`config.mk`:
```
export PLATFORM = sky130hd
export DESIGN_NAME = char_movement_controller
export DESIGN_NICKNAME = d
export VERILOG_FILES = /design/src/rtl/char_movement_controller.sv
export SDC_FILE = /design/constraint.sdc
export NUM_CORES = 1
export LEC_CHECK = 0
export BUFFER_PORTS_ARGS = -buffer_cell sky130_fd_sc_hd__buf_2
export CAP_MARGIN = 10
export CORE_ASPECT_RATIO = 1.75
export CORE_MARGIN = 5
export CORE_UTILIZATION = 40
export DETAILED_ROUTE_END_ITERATION = 10
export PLACE_DENSITY = 0.57
export SLEW_MARGIN = 20
export SYNTH_ARGS = -nofsm -noshare
export SYNTH_HDL_FRONTEND = slang
export SYNTH_SLANG_ARGS = --single-unit
```
`constraint.sdc`:
```
create_clock -name clock -period 3.5 [get_ports clock]
set_clock_uncertainty 0.05 [all_clocks]
set_input_delay 0.35 -clock clock [delete_from_list [all_inputs] [get_ports clock]]
set_output_delay 0.35 -clock clock [all_outputs]
set_load 0.02 [all_outputs]
```
`src/rtl/char_movement_controller.sv`:
```
// Per-frame player update: latches the requested move, waits for the collision verdict, then commits
// the step, attack window, damage and invincibility. Optional knockback is enabled by CHAR_KNOCKBACK_EN.
module char_movement_controller #(
  parameter logic [8:0] START_X       = 9'd120,
  parameter logic [7:0] START_Y       = 8'd80,
  parameter logic [8:0] MAX_X         = 9'd239,
  parameter logic [7:0] MAX_Y         = 8'd159,
  parameter logic [2:0] HP_MAX        = 3'd6,
  parameter logic [3:0] ATTACK_FRAMES = 4'd8,
`ifdef CHAR_KNOCKBACK_EN
  parameter logic [5:0] INVULN_FRAMES = 6'd48,
  parameter logic [3:0] KNOCKBACK_PX  = 4'd8
`else
  parameter logic [5:0] INVULN_FRAMES = 6'd48
`endif
) (
  input  logic       clock,
  input  logic       reset,
  input  logic       init,
  input  logic [2:0] key_dir,
  input  logic       c_map_collision,
  input  logic       c_e_collision,
  input  logic       collision_done,
  output logic       collision_enable,
  output logic [8:0] char_x,
  output logic [7:0] char_y,
  output logic [2:0] direction_char,
  output logic [2:0] facing_char,
  output logic       attack,
  output logic [2:0] hp,
  output logic       invincible,
  output logic       dead,
  output logic       done
);

  localparam logic [2:0] DIR_NONE  = 3'b000;
  localparam logic [2:0] DIR_ATK   = 3'b001;
  localparam logic [2:0] DIR_UP    = 3'b010;
  localparam logic [2:0] DIR_DOWN  = 3'b011;
  localparam logic [2:0] DIR_LEFT  = 3'b100;
  localparam logic [2:0] DIR_RIGHT = 3'b101;

  typedef enum logic [2:0] {S_IDLE, S_LATCH, S_WAIT_COL, S_UPDATE, S_DONE} state_t;

  state_t     state_q, state_d;
  logic [8:0] x_q, x_d;
  logic [7:0] y_q, y_d;
  logic [2:0] dir_q, dir_d;
  logic [2:0] face_q, face_d;
  logic       atk_q, atk_d;
  logic [3:0] atk_cnt_q, atk_cnt_d;
  logic       atk_new_q, atk_new_d;
  logic [2:0] hp_q, hp_d;
  logic       inv_q, inv_d;
  logic [5:0] inv_cnt_q, inv_cnt_d;
  logic       dead_q, dead_d;
  logic       done_q, done_d;
  logic       cen_q, cen_d;
  logic       first_q, first_d;
  logic       map_q, map_d;
  logic       enemy_q, enemy_d;
`ifdef CHAR_KNOCKBACK_EN
  logic [3:0] kb_cnt_q, kb_cnt_d;
  logic [2:0] kb_dir_q, kb_dir_d;

  function automatic logic [2:0] opposite(input logic [2:0] d);
    unique case (d)
      DIR_UP:    opposite = DIR_DOWN;
      DIR_DOWN:  opposite = DIR_UP;
      DIR_LEFT:  opposite = DIR_RIGHT;
      default:   opposite = DIR_LEFT;
    endcase
  endfunction
`endif

  always_comb begin
    state_d   = state_q;
    x_d       = x_q;
    y_d       = y_q;
    dir_d     = dir_q;
    face_d    = face_q;
    atk_d     = atk_q;
    atk_cnt_d = atk_cnt_q;
    atk_new_d = atk_new_q;
    hp_d      = hp_q;
    inv_d     = inv_q;
    inv_cnt_d = inv_cnt_q;
    dead_d    = dead_q;
    done_d    = 1'b0;
    cen_d     = cen_q;
    first_d   = first_q;
    map_d     = map_q;
    enemy_d   = enemy_q;
`ifdef CHAR_KNOCKBACK_EN
    kb_cnt_d  = kb_cnt_q;
    kb_dir_d  = kb_dir_q;
`endif
    // A fresh frame start anywhere outside IDLE abandons the current frame without committing it.
    if (init && state_q != S_IDLE) begin
      state_d = S_LATCH;
      cen_d   = 1'b0;
    end else begin
      unique case (state_q)
        S_IDLE: if (init) state_d = S_LATCH;
        S_LATCH: begin
          dir_d = DIR_NONE;
          if (!atk_q && !dead_q) begin
            if (key_dir >= DIR_UP && key_dir <= DIR_RIGHT) dir_d = key_dir;
            if (key_dir == DIR_ATK) begin
              atk_d     = 1'b1;
              atk_cnt_d = ATTACK_FRAMES;
              atk_new_d = 1'b1;
            end
          end
`ifdef CHAR_KNOCKBACK_EN
          if (kb_cnt_q != 4'd0 && !dead_q) dir_d = kb_dir_q;
`endif
          state_d = S_WAIT_COL;
          cen_d   = 1'b1;
          first_d = 1'b1;
        end
        S_WAIT_COL: begin
          // The detector is still clearing its previous done in the first cycle.
          first_d = 1'b0;
          if (!first_q && collision_done) begin
            map_d   = c_map_collision;
            enemy_d = c_e_collision;
            cen_d   = 1'b0;
            state_d = S_UPDATE;
          end
        end
        S_UPDATE: begin
          if (dir_q != DIR_NONE) begin
            face_d = dir_q;
            if (!map_q) begin
              unique case (dir_q)
                DIR_UP:    y_d = (y_q == 8'd0) ? 8'd0 : y_q - 8'd1;
                DIR_DOWN:  y_d = (y_q >= MAX_Y) ? MAX_Y : y_q + 8'd1;
                DIR_LEFT:  x_d = (x_q == 9'd0) ? 9'd0 : x_q - 9'd1;
                default:   x_d = (x_q >= MAX_X) ? MAX_X : x_q + 9'd1;
              endcase
            end
          end
          if (atk_cnt_q != 4'd0 && !atk_new_q) begin
            atk_cnt_d = atk_cnt_q - 4'd1;
            if (atk_cnt_q == 4'd1) atk_d = 1'b0;
          end
          atk_new_d = 1'b0;
          if (inv_cnt_q != 6'd0) begin
            inv_cnt_d = inv_cnt_q - 6'd1;
            if (inv_cnt_q == 6'd1) inv_d = 1'b0;
          end
`ifdef CHAR_KNOCKBACK_EN
          if (kb_cnt_q != 4'd0) begin
            if (map_q) kb_cnt_d = 4'd0;
            else if (dir_q == kb_dir_q) kb_cnt_d = kb_cnt_q - 4'd1;
          end
`endif
          // Invincibility is judged on the value held going into this frame.
          if (enemy_q && !inv_q && !dead_q) begin
            hp_d      = hp_q - 3'd1;
            inv_d     = 1'b1;
            inv_cnt_d = INVULN_FRAMES;
            if (hp_q == 3'd1) dead_d = 1'b1;
`ifdef CHAR_KNOCKBACK_EN
            kb_cnt_d = KNOCKBACK_PX;
            kb_dir_d = opposite(face_d);
`endif
          end
          done_d  = 1'b1;
          state_d = S_DONE;
        end
        S_DONE:  state_d = S_IDLE;
        default: state_d = S_IDLE;
      endcase
    end
  end

  always_ff @(posedge clock or negedge reset) begin
    if (!reset) begin
      state_q   <= S_IDLE;
      x_q       <= START_X;
      y_q       <= START_Y;
      dir_q     <= DIR_NONE;
      face_q    <= DIR_UP;
      atk_q     <= 1'b0;
      atk_cnt_q <= 4'd0;
      atk_new_q <= 1'b0;
      hp_q      <= HP_MAX;
      inv_q     <= 1'b0;
      inv_cnt_q <= 6'd0;
      dead_q    <= 1'b0;
      done_q    <= 1'b0;
      cen_q     <= 1'b0;
      first_q   <= 1'b0;
      map_q     <= 1'b0;
      enemy_q   <= 1'b0;
`ifdef CHAR_KNOCKBACK_EN
      kb_cnt_q  <= 4'd0;
      kb_dir_q  <= DIR_NONE;
`endif
    end else begin
      state_q   <= state_d;
      x_q       <= x_d;
      y_q       <= y_d;
      dir_q     <= dir_d;
      face_q    <= face_d;
      atk_q     <= atk_d;
      atk_cnt_q <= atk_cnt_d;
      atk_new_q <= atk_new_d;
      hp_q      <= hp_d;
      inv_q     <= inv_d;
      inv_cnt_q <= inv_cnt_d;
      dead_q    <= dead_d;
      done_q    <= done_d;
      cen_q     <= cen_d;
      first_q   <= first_d;
      map_q     <= map_d;
      enemy_q   <= enemy_d;
`ifdef CHAR_KNOCKBACK_EN
      kb_cnt_q  <= kb_cnt_d;
      kb_dir_q  <= kb_dir_d;
`endif
    end
  end

  assign collision_enable = cen_q;
  assign char_x           = x_q;
  assign char_y           = y_q;
  assign direction_char   = dir_q;
  assign facing_char      = face_q;
  assign attack           = atk_q;
  assign hp               = hp_q;
  assign invincible       = inv_q;
  assign dead             = dead_q;
  assign done             = done_q;

endmodule
```
* After elaboration in Yosys (flattened, before gate mapping)
Cells that the tools add are included.
** Storage, ports and cells
- Register bits :: 48
- Bits in latches :: 0
- Memory bits (writable) :: 0
- ROM bits :: 0
- Input port bits :: 9
- Output and inout bits :: 31
- Logic and storage cells :: 121
- Memories kept :: 0
** Cells by class
- Add/subtract/negate cells :: 7
- Multiply operators :: 0
- Div/mod/pow operators :: 0
- $lt $le $gt $ge :: 4
- Equal/unequal tests :: 16
- Shift operators :: 0
- Mux-type cells :: 33
- Bitwise logic cells :: 3
- Reduce and logical (&&, ||, !) cells :: 41
** Operators with widths (number)
- 2-to-1 mux 9 bit :: 2
- case mux 9 bit (2 select lines) :: 1
- 2-to-1 mux 8 bit :: 2
- case mux 8 bit (2 select lines) :: 1
- 2-to-1 mux 3 bit :: 5
- AND reduction 5 bit :: 3
- == test 3 x 2 -> 1 bit, second input constant :: 4
- 2-to-1 mux 4 bit :: 3
- 2-to-1 mux 6 bit :: 2
- case mux 3 bit (4 select lines) :: 1
- AND reduction 3 bit :: 4
- AND reduction 4 bit :: 3
- 2-to-1 mux 1 bit :: 11
- nonzero test 2 bit :: 5
- adder 9 x 1 -> 9 bit, second input constant :: 1
- == test 3 x 1 -> 1 bit, second input constant :: 3
- >= comparator 9 x 8 -> 1 bit, second input constant :: 1
- zero test 9 bit :: 1
- nonzero test 3 bit :: 3
- subtractor 9 x 1 -> 9 bit, second input constant :: 1
- adder 8 x 1 -> 8 bit, second input constant :: 1
- >= comparator 8 bit, second input constant :: 1
- zero test 8 bit :: 1
- inequality test 2 bit, second input constant :: 4
- 21 further kinds :: 40

* Depth between registers and ports, before layout
- Depth in word-level cells :: 5
- Depth in mapped cells :: 8
- Gate-level depth less buffers :: 7

* Worst setup path after synthesis
No wires, ideal clock.
- Kind :: register to register
- Start point :: register y_q[0] (netlist: char_y[0])
- End point :: register y_q[3] (netlist: char_y[3])
- Library setup time :: 0.124 ns
- Data arrival time :: 1.892 ns
- Data required time :: 3.326 ns
- Setup slack :: 1.434 ns
- Cell stages (with the launch flop) :: 8
- Path buffers :: 0
- Clock period less this slack :: 2.066 ns
- Cells stage by stage :: dfrtp_1 -> inv_1 -> ha_1 -> or4b_4 -> o21ai_2 -> nor2_1 -> a32oi_1 -> nand2_1
** Between the ends
- Cells in the longest elaborated chain, start to end :: 3
- Elaborated cells on any way between the ends :: 7
- Classes of those cells :: add/sub (2); order compare (1); mux (3); reduce/logical (1)
** Ends and longest elaborated chain
- from (decl) :: line 47 : logic [7:0] y_q, y_d;
- from (signal assigned) :: line 205 : y_q <= y_d;
- adder 8 x 1 -> 8 bit, or another cell as far along :: line 138 : DIR_DOWN: y_d = (y_q >= MAX_Y) ? MAX_Y : y_q + 8'd1;
- 2-to-1 mux 8 bit (on tied branches) :: line 138, 137
- case mux 8 bit (2 select lines) (*) :: line 136 : unique case (dir_q)
Mark *: on every way between the ends. The rest lies on a longest branch, timed or not.
A chain may end at the register's enable or synchronous reset.

* Worst setup path in the final report
Ends and elaborated chain as after synthesis.

==> results.cfg <==
[status]
status = completed

[clocking]
clkTransAtPathRegs_ps = 70
clkSinkCount = 48
post_cts_buffers = 0
insertion_delay_ps = 290
root_buffer = clkbuf_16
cts_tree = done
cts_buffer_depth = 2
cts_buffers = 5
htreeDepth = 2
ctsResizeCount = 0
postCtsHoldBufs = 0

[setup_path]
reg2reg_from = char_y[0]
cp-start-kind = flip-flop
path_class = reg -> reg
crit_path_end_kind = flip-flop
r2r_setup_slack_ps = 1330
worstRegToRegCells = 7
worstPathArrival_ps = 2300
crit_start = char_y[0]
worstPathRequired_ps = 3630
r2r-end = char_y[3]
cp_max_fo = 9

[yosys]
synth_cell_types = 68
async_reset_ff_share_pct = 100
yosysMostFrequentCell = dfrtp_1
yosys_most_used_dff = dfrtp_1
yosys.area_share.xor_xnor_pct = 3.22
syn_nets = 350
synth_simple_gate_area_share_pct = 22.5
syn_inst = 329
yosys.area.top_type = dfrtp_1
synth.cell_area_um2 = 2990
synth_common_cells = 39 x dfrtp_1, 37 x nor2_1, 30 x nand2_1, 24 x o21ai_0, 19 x inv_1
syn_avg_cell_area_um2 = 9.08
synth_compound_gate_area_share_pct = 21.8
synth-seq-cells = 48
yosysSeqAreaShare_pct = 40.6
synthMuxAreaShare_pct = 1.76
synthTopCellsByArea = dfrtp_1 33%, dfstp_2 7.9%, ha_1 5.0%
synth_edf_count = 0
synth_top_area_share_pct = 32.7
synth-adder-area-share_pct = 5.03
synth_top_family_by_area = simple AND/OR/NAND/NOR gates
ys_warn_count = 0

[global_route]
track_usage_pct = 15.9
grt-ovfl-total = 0
grt_pass1_vias = 2567
grt_pass1_wl_mm = 11.9
grt_max_degree = 30
antenna_found_initial = 0

[pwr]
total_power_mw = 2.37
max-vdd-ir-drop_mv = 0.534
p_leak_nw = 1.47
power_density_nw_per_um2 = 702

[job]
drv_cap = 0

[floorplanning]
initial_core_util_pct = 41.3
coreArea_um2 = 7230
dieWidth_um = 75.3
num_rows = 41
num_io_pins = 40
die_y_um = 124
die-area_um2 = 9370

[finish]
nets = 384
area_growth_pct = 12.9
drive_above_1_share_pct = 20.6
final_cells = 450
n_antenna_cell = 0

[detailed_routing]
wl_per_cell_um = 15.8
first_iter_violations = 155
drc = 0
routed_via_density = 5.68
totalWireLength_mm = 7.13
via_count = 2555
ant_nets = 0
first_pass_iters = 4

[sta]
rsz0062_at_grt = false
tightest_slew_ps = 842
fmax_mhz = 461
holdWs_ps = 43.5
hold_violations = 0
relSlewSlack_pct = 43.4
period_share_pct = 61.9
final.setup.tns_ps = 0
maxSlewViolCount = 0
min_period_ps = 2170
finalSetupViolCount = 0
setup_ws_ps = 1330

[placement]
portBuffers = 39
post-dp-hpwl_mm = 5.27
dp_cells = 442
place_ws_ps = 1370
gp_congestion = 0.886

[min_path]
hold_class = in -> async
-- report_power, final --
group | total, mW | switching, mW | internal [mW] | leakage [nW]
registers | 0.971 | 0.242 | 0.729 | 0.583
logic | 0.901 | 0.530 | 0.371 | 0.823
clock network | 0.496 | 0.229 | 0.266 | 0.0660
-- sequential cells by signal (all words and copies together) (netlist names), 3 cells and up --
register	count
char_x	9
char_y	8
inv_cnt_q	6
atk_cnt_q	4
direction_char	3
facing_char	3
hp	3
state_q	3
-- stage by stage --
| stage | area (µm²) | utilization (%) |
|---|---|---|
| after detailed placement | 3220 | 44.6 |
| final | 3370 | 46.6 |
| after global routing | 3370 | 46.6 |
| after CTS | 3370 | 46.6 |
| after floorplan | 2990 | - |
| after global placement | 3220 | 44.6 |
-- cell type report --
| cell class | instances | area, µm² |
|---|---|---|
| flip-flops and latches | 48 | 1210 |
| multi-input cells | 248 | 1620 |
| inverters | 19 | 71.3 |
| clock inverters | 3 | 23.8 |
| clock buffers | 5 | 125 |
| well taps | 86 | 108 |
| repair buffers | 41 | 210 |
| fillers | 737 | 3860 |
-- routing by layer --
metal / up-vias / wire, µm / part of all wire, % / GRT usage, %
met4: 0 / 134 / 1.9 / 5.87
met3: 12 / 308 / 4.3 / 3.31
met5: - / 0 / 0 / 0
met1: 1227 / 2790 / 39 / 17.7
met2: 51 / 3890 / 55 / 28.4
li1: 1265 / - / - / -
-- critical path, cell delays in order (launching register included) --
cell	delay [ps]
dfrtp_1	470
inv_1	170
ha_1	160
or4b_4	480
o21ai_2	330
o21ai_1	130
a32oi_1	190
nand2_1	70
-- layout by cell type, fill, tap and decap left out, types with 3 or more instances in the layout --
cell type / netlist / routed
dfrtp_1: 39 / 39
buf_2: 6 / 39
nor2_1: 37 / 37
nand2_1: 30 / 30
o21ai_0: 24 / 24
inv_1: 19 / 19
a21oi_1: 14 / 14
nand3_1: 13 / 13
ha_1: 12 / 12
nor3_1: 9 / 9
dfstp_2: 9 / 9
xor2_1: 6 / 6
o211ai_1: 6 / 6
a31oi_1: 5 / 5
o31ai_1: 5 / 5
xnor2_1: 5 / 5
nand3b_1: 5 / 5
nand4_1: 5 / 5
clkbuf_16: 0 / 5
nor3b_1: 4 / 4
mux2i_1: 3 / 3
nand2b_1: 3 / 3
a21o_1: 3 / 3
a311oi_1: 3 / 3
and3_1: 3 / 3
o32ai_1: 3 / 3
-- worst max-delay path by stage --
stage                      endpoint  slack, ps  depth (start not counted)
after CTS                 char_y[3]       1350                          7
after global placement    char_y[3]       1360                          7
after floorplan           char_y[3]       1430                          7
after detailed placement  char_y[3]       1370                          7
final                     char_y[3]       1330                          7
after global routing      char_y[3]       1170                          6
-- cells by family after synthesis --
family          count (synthesis)
fa+ha+maj                      12
buf+inv                        33
xor+xnor                       11
flops                          48
compound gates                 93
mux                             5
simple gates                  127
(Power assumes the default switching activity.)
